### src/rtl/mnist_image_reader.sv
// Streams the 28x28 image out of image_memory one pixel per valid/ready handshake, in raster order.
// Optional build macro MNIST_BINARIZE_EN: emit PIX_ONE for non-zero words, zero otherwise.
module mnist_image_reader #(
   parameter int                 GRID_SIZE = 28,
   parameter logic [15:0]        BASE_ADDR = 16'd0,
   parameter int                 READ_LAT  = 1,
   parameter logic signed [31:0] PIX_ONE   = 32'sd65536
) (
   input  logic               CLOCK_50,
   input  logic               reset,
   input  logic               start,
   output logic [15:0]        read_addr,
   input  logic signed [31:0] mem_data,
   output logic signed [31:0] pix_data,
   output logic               pix_valid,
   input  logic               pix_ready,
   output logic [9:0]         pix_index,
   output logic               pix_last,
   output logic               busy,
   output logic               done
);

   localparam int         NPIX     = GRID_SIZE * GRID_SIZE;
   localparam logic [9:0] LAST_IDX = 10'(NPIX - 1);
   localparam int         LAT_W    = (READ_LAT > 1) ? $clog2(READ_LAT) : 1;
   localparam logic [LAT_W-1:0] LAT_LAST = LAT_W'(READ_LAT - 1);

`ifdef MNIST_BINARIZE_EN
   localparam bit BINARIZE = 1'b1;
`else
   localparam bit BINARIZE = 1'b0;
`endif

   localparam logic [2:0] S_IDLE    = 3'd0;
   localparam logic [2:0] S_ISSUE   = 3'd1;
   localparam logic [2:0] S_WAIT    = 3'd2;
   localparam logic [2:0] S_PRESENT = 3'd3;
   localparam logic [2:0] S_FINISH  = 3'd4;

   logic [2:0]         state_q, state_d;
   logic [9:0]         idx_q, idx_d;
   logic [15:0]        addr_q, addr_d;
   logic signed [31:0] data_q, data_d;
   logic               valid_q, valid_d;
   logic               last_q, last_d;
   logic               busy_q, busy_d;
   logic               done_q, done_d;
   logic [LAT_W-1:0]   cnt_q, cnt_d;
   logic signed [31:0] cap_val;

   assign cap_val = BINARIZE ? ((mem_data != 32'sd0) ? PIX_ONE : 32'sd0) : mem_data;

   // read_addr is loaded on entry to ISSUE so the memory sees it for the whole ISSUE cycle.
   always_comb begin
      // NOTE: every next-state signal gets its hold value first so no path leaves it unassigned (no latches).
      state_d = state_q;
      idx_d   = idx_q;
      addr_d  = addr_q;
      data_d  = data_q;
      valid_d = valid_q;
      last_d  = last_q;
      busy_d  = busy_q;
      done_d  = 1'b0;
      cnt_d   = cnt_q;
      case (state_q)
         S_IDLE: begin
            if (start) begin
               state_d = S_ISSUE;
               idx_d   = 10'd0;
               addr_d  = BASE_ADDR;
               busy_d  = 1'b1;
            end
         end
         S_ISSUE: begin
            cnt_d   = '0;
            state_d = S_WAIT;
         end
         S_WAIT: begin
            if (cnt_q == LAT_LAST) begin
               data_d  = cap_val;
               valid_d = 1'b1;
               last_d  = (idx_q == LAST_IDX);
               state_d = S_PRESENT;
            end else begin
               cnt_d = cnt_q + 1'b1;
            end
         end
         S_PRESENT: begin
            if (pix_ready) begin
               valid_d = 1'b0;
               last_d  = 1'b0;
               if (idx_q == LAST_IDX) begin
                  done_d  = 1'b1;
                  state_d = S_FINISH;
               end else begin
                  idx_d   = idx_q + 10'd1;
                  addr_d  = BASE_ADDR + {6'd0, idx_q + 10'd1};
                  state_d = S_ISSUE;
               end
            end
         end
         S_FINISH: begin
            busy_d  = 1'b0;
            state_d = S_IDLE;
         end
         default: state_d = S_IDLE;
      endcase
   end

   always_ff @(posedge CLOCK_50 or posedge reset) begin
      // NOTE: state registers use non-blocking assignment so every flop samples pre-edge values.
      if (reset) begin
         state_q <= S_IDLE;
         idx_q   <= 10'd0;
         addr_q  <= BASE_ADDR;
         data_q  <= 32'sd0;
         valid_q <= 1'b0;
         last_q  <= 1'b0;
         busy_q  <= 1'b0;
         done_q  <= 1'b0;
         cnt_q   <= '0;
      end else begin
         state_q <= state_d;
         idx_q   <= idx_d;
         addr_q  <= addr_d;
         data_q  <= data_d;
         valid_q <= valid_d;
         last_q  <= last_d;
         busy_q  <= busy_d;
         done_q  <= done_d;
         cnt_q   <= cnt_d;
      end
   end

   assign read_addr = addr_q;
   assign pix_data  = data_q;
   assign pix_valid = valid_q;
   assign pix_index = idx_q;
   assign pix_last  = last_q;
   assign busy      = busy_q;
   assign done      = done_q;

endmodule

### config.mk
export PLATFORM = sky130hd
export DESIGN_NAME = mnist_image_reader
export DESIGN_NICKNAME = d
export VERILOG_FILES = /design/src/rtl/mnist_image_reader.sv
export SDC_FILE = /design/constraint.sdc
export NUM_CORES = 1
export LEC_CHECK = 0
export CORE_ASPECT_RATIO = 0.75
export CORE_MARGIN = 4
export CORE_UTILIZATION = 45
export DETAILED_ROUTE_END_ITERATION = 8
export PLACE_DENSITY = 0.9
export SETUP_SLACK_MARGIN = 0.5
export SKIP_LAST_GASP = 1
export SYNTH_ARGS = -nofsm -noshare
export SYNTH_HDL_FRONTEND = slang
export SYNTH_SLANG_ARGS = --single-unit
### constraint.sdc
create_clock -name CLOCK_50 -period 4.6 [get_ports CLOCK_50]
set_input_delay 0.46 -clock CLOCK_50 [delete_from_list [all_inputs] [get_ports CLOCK_50]]
set_output_delay 0.46 -clock CLOCK_50 [all_outputs]
set_load 0.01 [all_outputs]
==> impl_metrics.env, run 1 <==
export IMPL_synth_mux_area_share_pct=18.12
export IMPL_cts_tree="built"
export IMPL_synth_simple_area_share_pct=9.174
export IMPL_routedWlPerCell_um=15.40
export IMPL_dpl_cell_count=304
export IMPL_cp_required_ps=4820
export IMPL_hold_viol=0
export IMPL_start_kind="input port"
export IMPL_rsz0062_at_grt="false"
export IMPL_diodes=0
export IMPL_ctsHoldBuffers=0
export IMPL_synth_top_family_by_area="multiplexers"
export IMPL_drv_slew=0
export IMPL_core_area_um2=4572
export IMPL_num_vias=1645
export IMPL_worst_pin_slew_ps=996.3
export IMPL_outcome="complete, no violations"
export IMPL_slew_headroom_pct=33.48
export IMPL_syn_avg_cell_area_um2=12.47
export IMPL_critical_path_class="in2reg"
export IMPL_seq_area_frac_synth_pct=56.19
export IMPL_irDropWorstVdd_uv=383.3
export IMPL_mostFrequentLayoutCells="clkdlybuf4s50_1 (91), dfrtp_1 (49), mux2_2 (32), nand2_1 (10), a31oi_1 (9)"
export IMPL_hp_class="reg2reg"
export IMPL_fin_setup_tns_ps=0
export IMPL_start_util_pct=47.73
export IMPL_port_buffers=91
export IMPL_hold_slack_ps=491.0
export IMPL_cts_resized=0
export IMPL_dp_hpwl_um=3505
export IMPL_fin_cells=311
export IMPL_mostFrequentLayoutCell="clkdlybuf4s50_1"
export IMPL_drive_above_1_share_pct=17.32
export IMPL_crit_path_end_kind="flop"
export IMPL_synth_compound_area_share_pct=6.766
export IMPL_synth_flop_cell="dfrtp_1"
export IMPL_power_leakage_nw=1.282
export IMPL_ctsHtreeMaxLevel=2
export IMPL_syn_area_um2=2182
export IMPL_dieHeight_um=68.31
export IMPL_critPathArrivalTime_ps=2220
export IMPL_routed_wl_um=4788
export IMPL_antenna_found_initial=0
export IMPL_synth_seq_cells=49
export IMPL_setup_viol=0
export IMPL_startpoint="start"
export IMPL_synth_edf_count=0
export IMPL_grt_ovfl_total=0
export IMPL_synth_async_reset_ratio_pct=100.0
export IMPL_die_area_um2=6039
export IMPL_syn_to_final_growth_pct=42.03
export IMPL_die_w_um=88.41
export IMPL_path_max_fanout=10
export IMPL_synth_cell_type_count=30
export IMPL_p_per_area_nw_per_um2=635.3
export IMPL_fin_crit_sh_pct=43.52
export IMPL_synth_xor_area_share_pct=0
export IMPL_clock_skew_ps=5.699
export IMPL_grt_pass1_vias=1635
export IMPL_synth_warnings=0
export IMPL_drv_cap=0
export IMPL_grt_max_degree=50
export IMPL_power_mw=1.969
export IMPL_cts_buffers=5
export IMPL_num_rows=21
export IMPL_synth_adder_area_share_pct=0.5734
export IMPL_dr_pass1_iters=4
export IMPL_cts_setup_buffers=0
export IMPL_gp_congestion=0.8751
export IMPL_nets=291
export IMPL_io_pin_count=98
export IMPL_r2r_start="read_addr[0]"
export IMPL_grtUsageTotal_pct=16.82
export IMPL_max_freq_ghz=0.4995
export IMPL_via_per_inst=5.289
export IMPL_grt_pass1_wl_um=7728
export IMPL_drt_iter0_drc=67
export IMPL_insertion_delay_ps=290
export IMPL_cts_root_buf="clkbuf_8"
export IMPL_path_clk_slew_ps=90
export IMPL_netlist_instances=175
export IMPL_postRouteAntennaNets=0
export IMPL_cts_buffer_depth=2
export IMPL_worstHoldStart="pix_valid"
export IMPL_clkSinkCount=49
export IMPL_min_period_ps=2002
export IMPL_remaining_drc_errors=0
## registers in the layout (all words and copies together), names as in the netlist
signal	flops
pix_last	1
pix_data	32
state_q	3
busy	1
read_addr	10
pix_valid	1
done	1
## area by class of cell
type                            count  area [µm²]
Fill cell                         370        1473
Sequential cell                    49        1226
Timing Repair Buffer               91       910.9
Multi-Input combinational cell    103       785.8
Clock buffer                        6       82.58
Tap cell                           57       71.32
Inverter                            4       15.01
Clock inverter                      1       7.507
## layer usage
metal / up-vias / routed length (µm) / track usage (%)
li1: 754 / - / -
met1: 794 / 1789 / 19.77
met2: 88 / 2219 / 26.77
met3: 9 / 715 / 8.785
met4: 0 / 63 / 5.472
met5: - / 0 / 0
## cell families after synthesis
family,count (synthesis)
AND/OR/NAND/NOR,38
buffers and inverters,28
other,1
AO/OA/AOI/OAI,23
multiplexers,35
adder cells (fa/ha/maj),1
flip-flops,49
## synth_stat cells, types with 3 or more instances
cell / count / area share [%]
nor2_1: 6 / 1.0
inv_1: 4 / 0.69
mux2_2: 32 / 17
dfrtp_1: 49 / 56
buf_2: 4 / 0.92
o21ai_0: 3 / 0.69
nand2_1: 10 / 1.7
a31oi_1: 9 / 2.6
buf_6: 3 / 1.5
a21oi_1: 4 / 0.92
nand3_1: 5 / 1.1
a41oi_1: 3 / 1.2
buf_4: 17 / 5.8
nand2b_1: 4 / 1.1
## worst max-delay path, cell delays in order
cell	delay, ps
clkdlybuf4s50_1	500
nor4b_1	440
mux2_4	240
o21a_1	360
mux2i_1	220
## per-stage QoR
stage	cell area (µm²)	util [%]	setup slack [ps]
floorplan	2201	-	2945
detailed placement	3009	65.82	2324
global placement	3009	65.82	2467
CTS	3099	67.79	2620
finish	3099	67.79	2598
global route	3099	67.79	2423
## power by group
group | internal [mW] | total [mW] | switching, mW
sequential | 0.618 | 0.749 | 0.132
clock | 0.119 | 0.254 | 0.135
combinational | 0.586 | 0.966 | 0.380
## final timing paths
kind	end	slack, ps	cells past startpoint
max in group asynchronous	pix_data[27]	3270	2
min reg2reg	pix_valid	490	1
max reg2reg	read_addr[7]	2670	5
min in group asynchronous	pix_data[1]	710	2
max	read_addr[1]	2600	5
min	pix_valid	490	1
Note: power is estimated with default switching activity, not from simulation.
==> run 2, diff against run 1 <==
CORE_UTILIZATION = 41   (was 45)
PLACE_DENSITY = 0.83   (was 0.9)
clock period = 1.98 ns   (was 4.6 ns; I/O delays follow)
==> run 2 against run 1 <==
Compared with the run above: die area is 8.7% higher; global-route usage is 1.6 points lower; final cell count rose by 14%; flip-flop and latch count unchanged; critical endpoint is now read_addr[9]; clock power is 120% higher; power grew to 2.6 times the previous value.
==> impl_metrics.env, run 2 (synthesis gave the netlist of run 1 again) <==
export IMPL_cts_tree="built"
export IMPL_min_period_ps=1600
export IMPL_drt_iter0_drc=114
export IMPL_dr_pass1_iters=4
export IMPL_critPathArrivalTime_ps=1800
export IMPL_place_area_um2=3112
export IMPL_hold_viol=0
export IMPL_insertion_delay_ps=290
export IMPL_diodes=0
export IMPL_cts_root_buf="clkbuf_8"
export IMPL_fin_crit_sh_pct=80.83
export IMPL_cts_buffers=5
export IMPL_largest_reg_flops=32
export IMPL_ctsHtreeMaxLevel=2
export IMPL_power_leakage_nw=1.559
export IMPL_cp_cell_sequence="ha_4, and3_4, nand4_1, o21a_1, buf_12, o211ai_1"
export IMPL_grt_pass1_wl_um=8100
export IMPL_num_rows=22
export IMPL_drv_cap=0
export IMPL_mostFrequentLayoutCells="clkdlybuf4s50_1 (82), dfrtp_1 (42), mux2_2 (23), buf_4 (21)"
export IMPL_clkSinkCount=49
export IMPL_mostFrequentLayoutCell="clkdlybuf4s50_1"
export IMPL_path_clk_slew_ps=90
export IMPL_via_per_inst=4.893
export IMPL_outcome="complete, no violations"
export IMPL_crit_path_end_kind="flop"
export IMPL_grt_pass1_vias=1705
export IMPL_antenna_found_initial=0
export IMPL_clock_skew_ps=5.574
export IMPL_ctsHoldBuffers=0
export IMPL_critPathSlowestCell="dfrtp_1"
export IMPL_dieHeight_um=71.18
export IMPL_path_max_fanout=10
export IMPL_fin_setup_tns_ps=0
export IMPL_slowest_delay_ps=430
export IMPL_port_buffers=91
export IMPL_postRouteAntennaNets=0
export IMPL_nets=319
export IMPL_r2r_setup_slack_ps=380
export IMPL_num_vias=1732
export IMPL_critical_path_class="reg2reg"
export IMPL_fin_area_um2=3520
export IMPL_hp_class="in2async"
export IMPL_remaining_drc_errors=0
export IMPL_startpoint="read_addr[0]"
export IMPL_max_freq_ghz=0.6248
export IMPL_die_w_um=92.24
export IMPL_start_kind="flop"
export IMPL_grt_max_degree=31
export IMPL_rsz0062_at_grt="true"
export IMPL_regToRegEndpoint="read_addr[9]"
export IMPL_grt_ovfl_total=0
export IMPL_grtUsageTotal_pct=15.25
export IMPL_cp_required_ps=2180
export IMPL_drive_above_1_share_pct=30.50
export IMPL_ff2ff_path_depth=6
export IMPL_dp_hpwl_um=3631
export IMPL_io_pin_count=98
export IMPL_routed_wl_um=5394
export IMPL_gp_congestion=0.7996
export IMPL_cts_buffer_depth=2
export IMPL_irDropWorstVdd_uv=662.4
export IMPL_p_per_area_nw_per_um2=1454
export IMPL_syn_to_final_growth_pct=61.30
export IMPL_r2r_start="read_addr[0]"
export IMPL_n_fill_cell=376
export IMPL_start_util_pct=43.56
export IMPL_crit_end="read_addr[9]"
export IMPL_routedWlPerCell_um=15.24
export IMPL_die_area_um2=6566
export IMPL_core_area_um2=5010
export IMPL_setup_viol=0
export IMPL_drv_slew=0
-- run 2: cell types whose count changed in the layout (fill, tap and decap cells not counted), sizes merged --
cell / before / now
clkbuf: 6 / 8
buf: 0 / 26
dlygate4sd2: 0 / 4
clkinvlp: 1 / 0
dlymetal6s2s: 0 / 5
clkinv: 0 / 1
clkdlybuf4s50: 91 / 82
-- run 2: worst min-delay path by stage --
stage	startpoint	depth (start not counted)	to	slack (ps)
floorplan	start	2	state_q[0]	340
global placement	pix_valid	1	pix_valid	460
detailed placement	pix_valid	1	pix_valid	470
CTS	reset	2	pix_data[23]	250
global route	reset	2	pix_data[23]	290
finish	reset	2	pix_data[27]	240
-- run 2: final cells by class --
cell class	count	area, µm²	area share (%)
timing repair buffer	119	1217	34.59
inverter	4	15.01	0.4266
clock buffer	6	72.57	2.062
sequential	49	1235	35.09
tap	72	90.09	2.560
clock inverter	1	8.758	0.2488
multi-input combinational	103	880.8	25.03
-- run 2: power by group --
part / internal, mW / switching, mW
combinational: 1.76 / 1.07
sequential: 1.44 / 0.289
clock: 0.245 / 0.309
-- run 2: timing repair --
| action | 4_1_cts | 5_1_grt |
|---|---|---|
| gates resized for setup | 12 | 31 |
| endpoints found under the hold margin | 0 | 0 |
| setup buffers | 8 | 11 |
| setup endpoints to repair | 61 | 57 |
| gates cloned | 0 | 2 |
| pin swaps | 2 | 6 |
-- run 2: metal layers --
layer  track usage (%)  part of all wire (%)
met2             24.43                    46
met4             2.471                  0.24
met3             7.439                    10
met1             19.15                    43
met5                 0                     0
-- run 2: metrics by stage --
step | utilization, % | hold WS (ps) | worst slack [ps] | total power, mW | cells
after floorplan | - | 341.3 | 327.3 | 3.005 | 180
after global placement | 62.11 | 461.1 | 191.1 | 4.064 | 326
after detailed placement | 62.11 | 469.7 | 108.6 | 4.133 | 326
after CTS | 65.23 | 247.2 | 396.6 | 4.775 | 341
after global routing | 70.25 | 289.7 | 289.3 | 5.446 | 354
final | 70.25 | 235.8 | 379.5 | 5.116 | 354
-- run 2: worst max-delay path, delay by kind of cell (launching register included) --
family / cells / cell delay (ps)
buffers and inverters: 1 / 150
adder cells (fa/ha/maj): 1 / 170
flip-flops: 1 / 430
AND/OR/NAND/NOR: 2 / 340
AO/OA/AOI/OAI: 2 / 420
==> run 3, diff against run 2 <==
clock period = 1.7 ns   (was 1.98 ns; I/O delays follow)
==> run 3 against run 2 <==
Compared with the run above: first-iteration DRC count rose by 72%; largest power group unchanged; flip-flop and latch count did not move; maximum frequency up 2.2%; utilization rose by 7.0 points.
==> impl_metrics.env, run 3 (synthesis gave the netlist of run 1 again) <==
export IMPL_outcome="complete, no violations"
export IMPL_grt_ovfl_total=0
export IMPL_drv_cap=0
export IMPL_cp_required_ps=1920
export IMPL_min_period_ps=1565
export IMPL_gp_congestion=0.8657
export IMPL_power_frac_seq_pct=30.5
export IMPL_num_vias=1915
export IMPL_path_max_fanout=7
export IMPL_regToRegEndpoint="read_addr[9]"
export IMPL_core_area_um2=5010
export IMPL_critPathArrivalTime_ps=1790
export IMPL_start_util_pct=43.56
export IMPL_grt_max_degree=26
export IMPL_nets=345
export IMPL_clock_power_share_pct=10.3
export IMPL_mostFrequentLayoutCells="dfrtp_1 (43), clkdlybuf4s50_1 (35), mux2_4 (33), dlygate4sd2_1 (29), buf_4 (28)"
export IMPL_path_depth=6
export IMPL_drv_slew=0
export IMPL_irDropWorstVdd_uv=1072
export IMPL_crit_family="simple AND/OR/NAND/NOR gates"
export IMPL_remaining_drc_errors=0
export IMPL_diodes=0
export IMPL_hold_slack_ps=269.2
export IMPL_largest_reg_flops=32
export IMPL_p_switching_mw=2.234
export IMPL_clock_skew_ps=10.83
export IMPL_comb_power_share_pct=59.2
export IMPL_r2r_setup_slack_ps=130
export IMPL_mostFrequentLayoutCell="dfrtp_1"
export IMPL_rsz0062_at_grt="true"
export IMPL_cts_tree="built"
export IMPL_grtUsageTotal_pct=19.84
export IMPL_die_area_um2=6566
export IMPL_pre_cts_slack_ps=-80.25
export IMPL_grt_busiest_layer="met2"
export IMPL_dieHeight_um=71.18
export IMPL_hold_viol=0
export IMPL_dp_hpwl_um=4189
export IMPL_cts_buffer_depth=2
export IMPL_max_freq_ghz=0.6388
export IMPL_ctsHoldBuffers=0
export IMPL_via_per_inst=5.026
export IMPL_path_clk_slew_ps=100
export IMPL_use_met3_pct=5.313
export IMPL_port_buffers=91
export IMPL_syn_to_final_growth_pct=77.29
export IMPL_clkSinkCount=49
export IMPL_cts_buffers=5
export IMPL_fin_crit_sh_pct=92.08
export IMPL_grt_pass1_vias=1912
export IMPL_critical_path_class="reg2reg"
export IMPL_crit_path_end_kind="flop"
export IMPL_drt_iter0_drc=196
export IMPL_insertion_delay_ps=300
export IMPL_internal_power_mw=4.429
export IMPL_cp_common_cell="buf_6"
export IMPL_crit_end="read_addr[9]"
export IMPL_grt_pass1_wl_um=10160
export IMPL_hp_class="in2async"
export IMPL_antenna_found_initial=0
export IMPL_die_w_um=92.24
export IMPL_grt_util_met2_pct=31.15
export IMPL_ctsHtreeMaxLevel=2
export IMPL_critPathSlowestCell="or4_1"
export IMPL_num_rows=22
export IMPL_start_kind="flop"
export IMPL_worst_path_buf_inv=3
export IMPL_p_per_area_nw_per_um2=1722
export IMPL_grt_met1_usage_pct=26.62
export IMPL_power_leakage_nw=1.831
export IMPL_dr_pass1_iters=4
export IMPL_setup_viol=0
export IMPL_slowest_delay_ps=530
export IMPL_io_pin_count=98
export IMPL_routed_wl_um=6505
export IMPL_cts_root_buf="clkbuf_8"
export IMPL_r2r_start="read_addr[4]"
export IMPL_postRouteAntennaNets=0
export IMPL_routedWlPerCell_um=17.07
export IMPL_cp_cell_sequence="buf_4, buf_6, buf_6, nand2_1, or4_1, o211ai_1"
export IMPL_startpoint="read_addr[4]"
export IMPL_drive_above_1_share_pct=41.42
export IMPL_ff2ff_path_depth=6
export IMPL_p_sw_share_pct=33.53
export IMPL_fin_ws_ps=134.6
[run 3: cell count changes in the layout (fill, tap and decap cells not counted), moves of 3 or more]
cell / change
clkdlybuf4s50_1: -47
dlygate4sd2_1: +25
mux2_2: -23
mux2_4: +23
buf_6: +22
buf_2: +10
clkdlybuf4s15_1: +8
buf_4: +7
buf_16: +4
dlymetal6s2s_1: -3
[run 3: how the worst min path moves through the flow]
stage                     startpoint      endpoint  slack (ps)  cells after the start
after global placement     pix_valid     pix_valid         460                      1
after global routing           reset  pix_data[19]         300                      3
after detailed placement   pix_valid     pix_valid         470                      1
after CTS                      reset  pix_data[20]         280                      3
after floorplan                reset          busy         210                      1
final                          reset  pix_data[19]         270                      3
[run 3: per-stage QoR]
step	instance area (µm²)	setup TNS (ps)	utilization [%]	instances	power, mW
final	3869	0	77.22	381	6.663
after global routing	3869	0	77.22	381	7.029
after CTS	3694	0	73.73	370	6.379
after detailed placement	3353	-382.7	66.93	339	5.390
after global placement	3353	0	66.93	339	5.311
after floorplan	2372	0	-	180	3.921
[run 3: timing repair]
action | 4_1_cts | 5_1_grt
resized for setup | 130 | 28
buffers inserted | 19 | 11
setup endpoints to repair | 102 | 74
cloned | 4 | 0
pin swaps | 5 | 2
[run 3: power groups by stage]
stage	logic (mW)	registers, mW	clock network [mW]
floorplan	1.69	2.23	0
global placement	3.30	2.01	0
detailed placement	3.38	2.01	0
CTS	3.67	2.00	0.703
global route	4.17	2.10	0.763
finish	3.94	2.03	0.688
[run 3: layer usage]
| layer | routed length (µm) | vias to the layer above |
|---|---|---|
| met3 | 522 | 9 |
| met4 | 106 | 0 |
| li1 | - | 872 |
| met1 | 2803 | 940 |
| met2 | 3072 | 94 |
| met5 | 0 | - |
[run 3: worst min-delay path, stage by stage]
cell             delay (ps)
clkdlybuf4s50_1         440
clkinvlp_4               80
buf_4                   290
[run 3: cell type report]
type / instances / area, µm²
clock buffer: 6 / 72.57
clock inverter: 2 / 13.76
fill: 330 / 1141
inverter: 4 / 18.77
multi-input combinational: 103 / 980.9
sequential: 49 / 1234
tap: 72 / 90.09
timing repair buffer: 145 / 1459
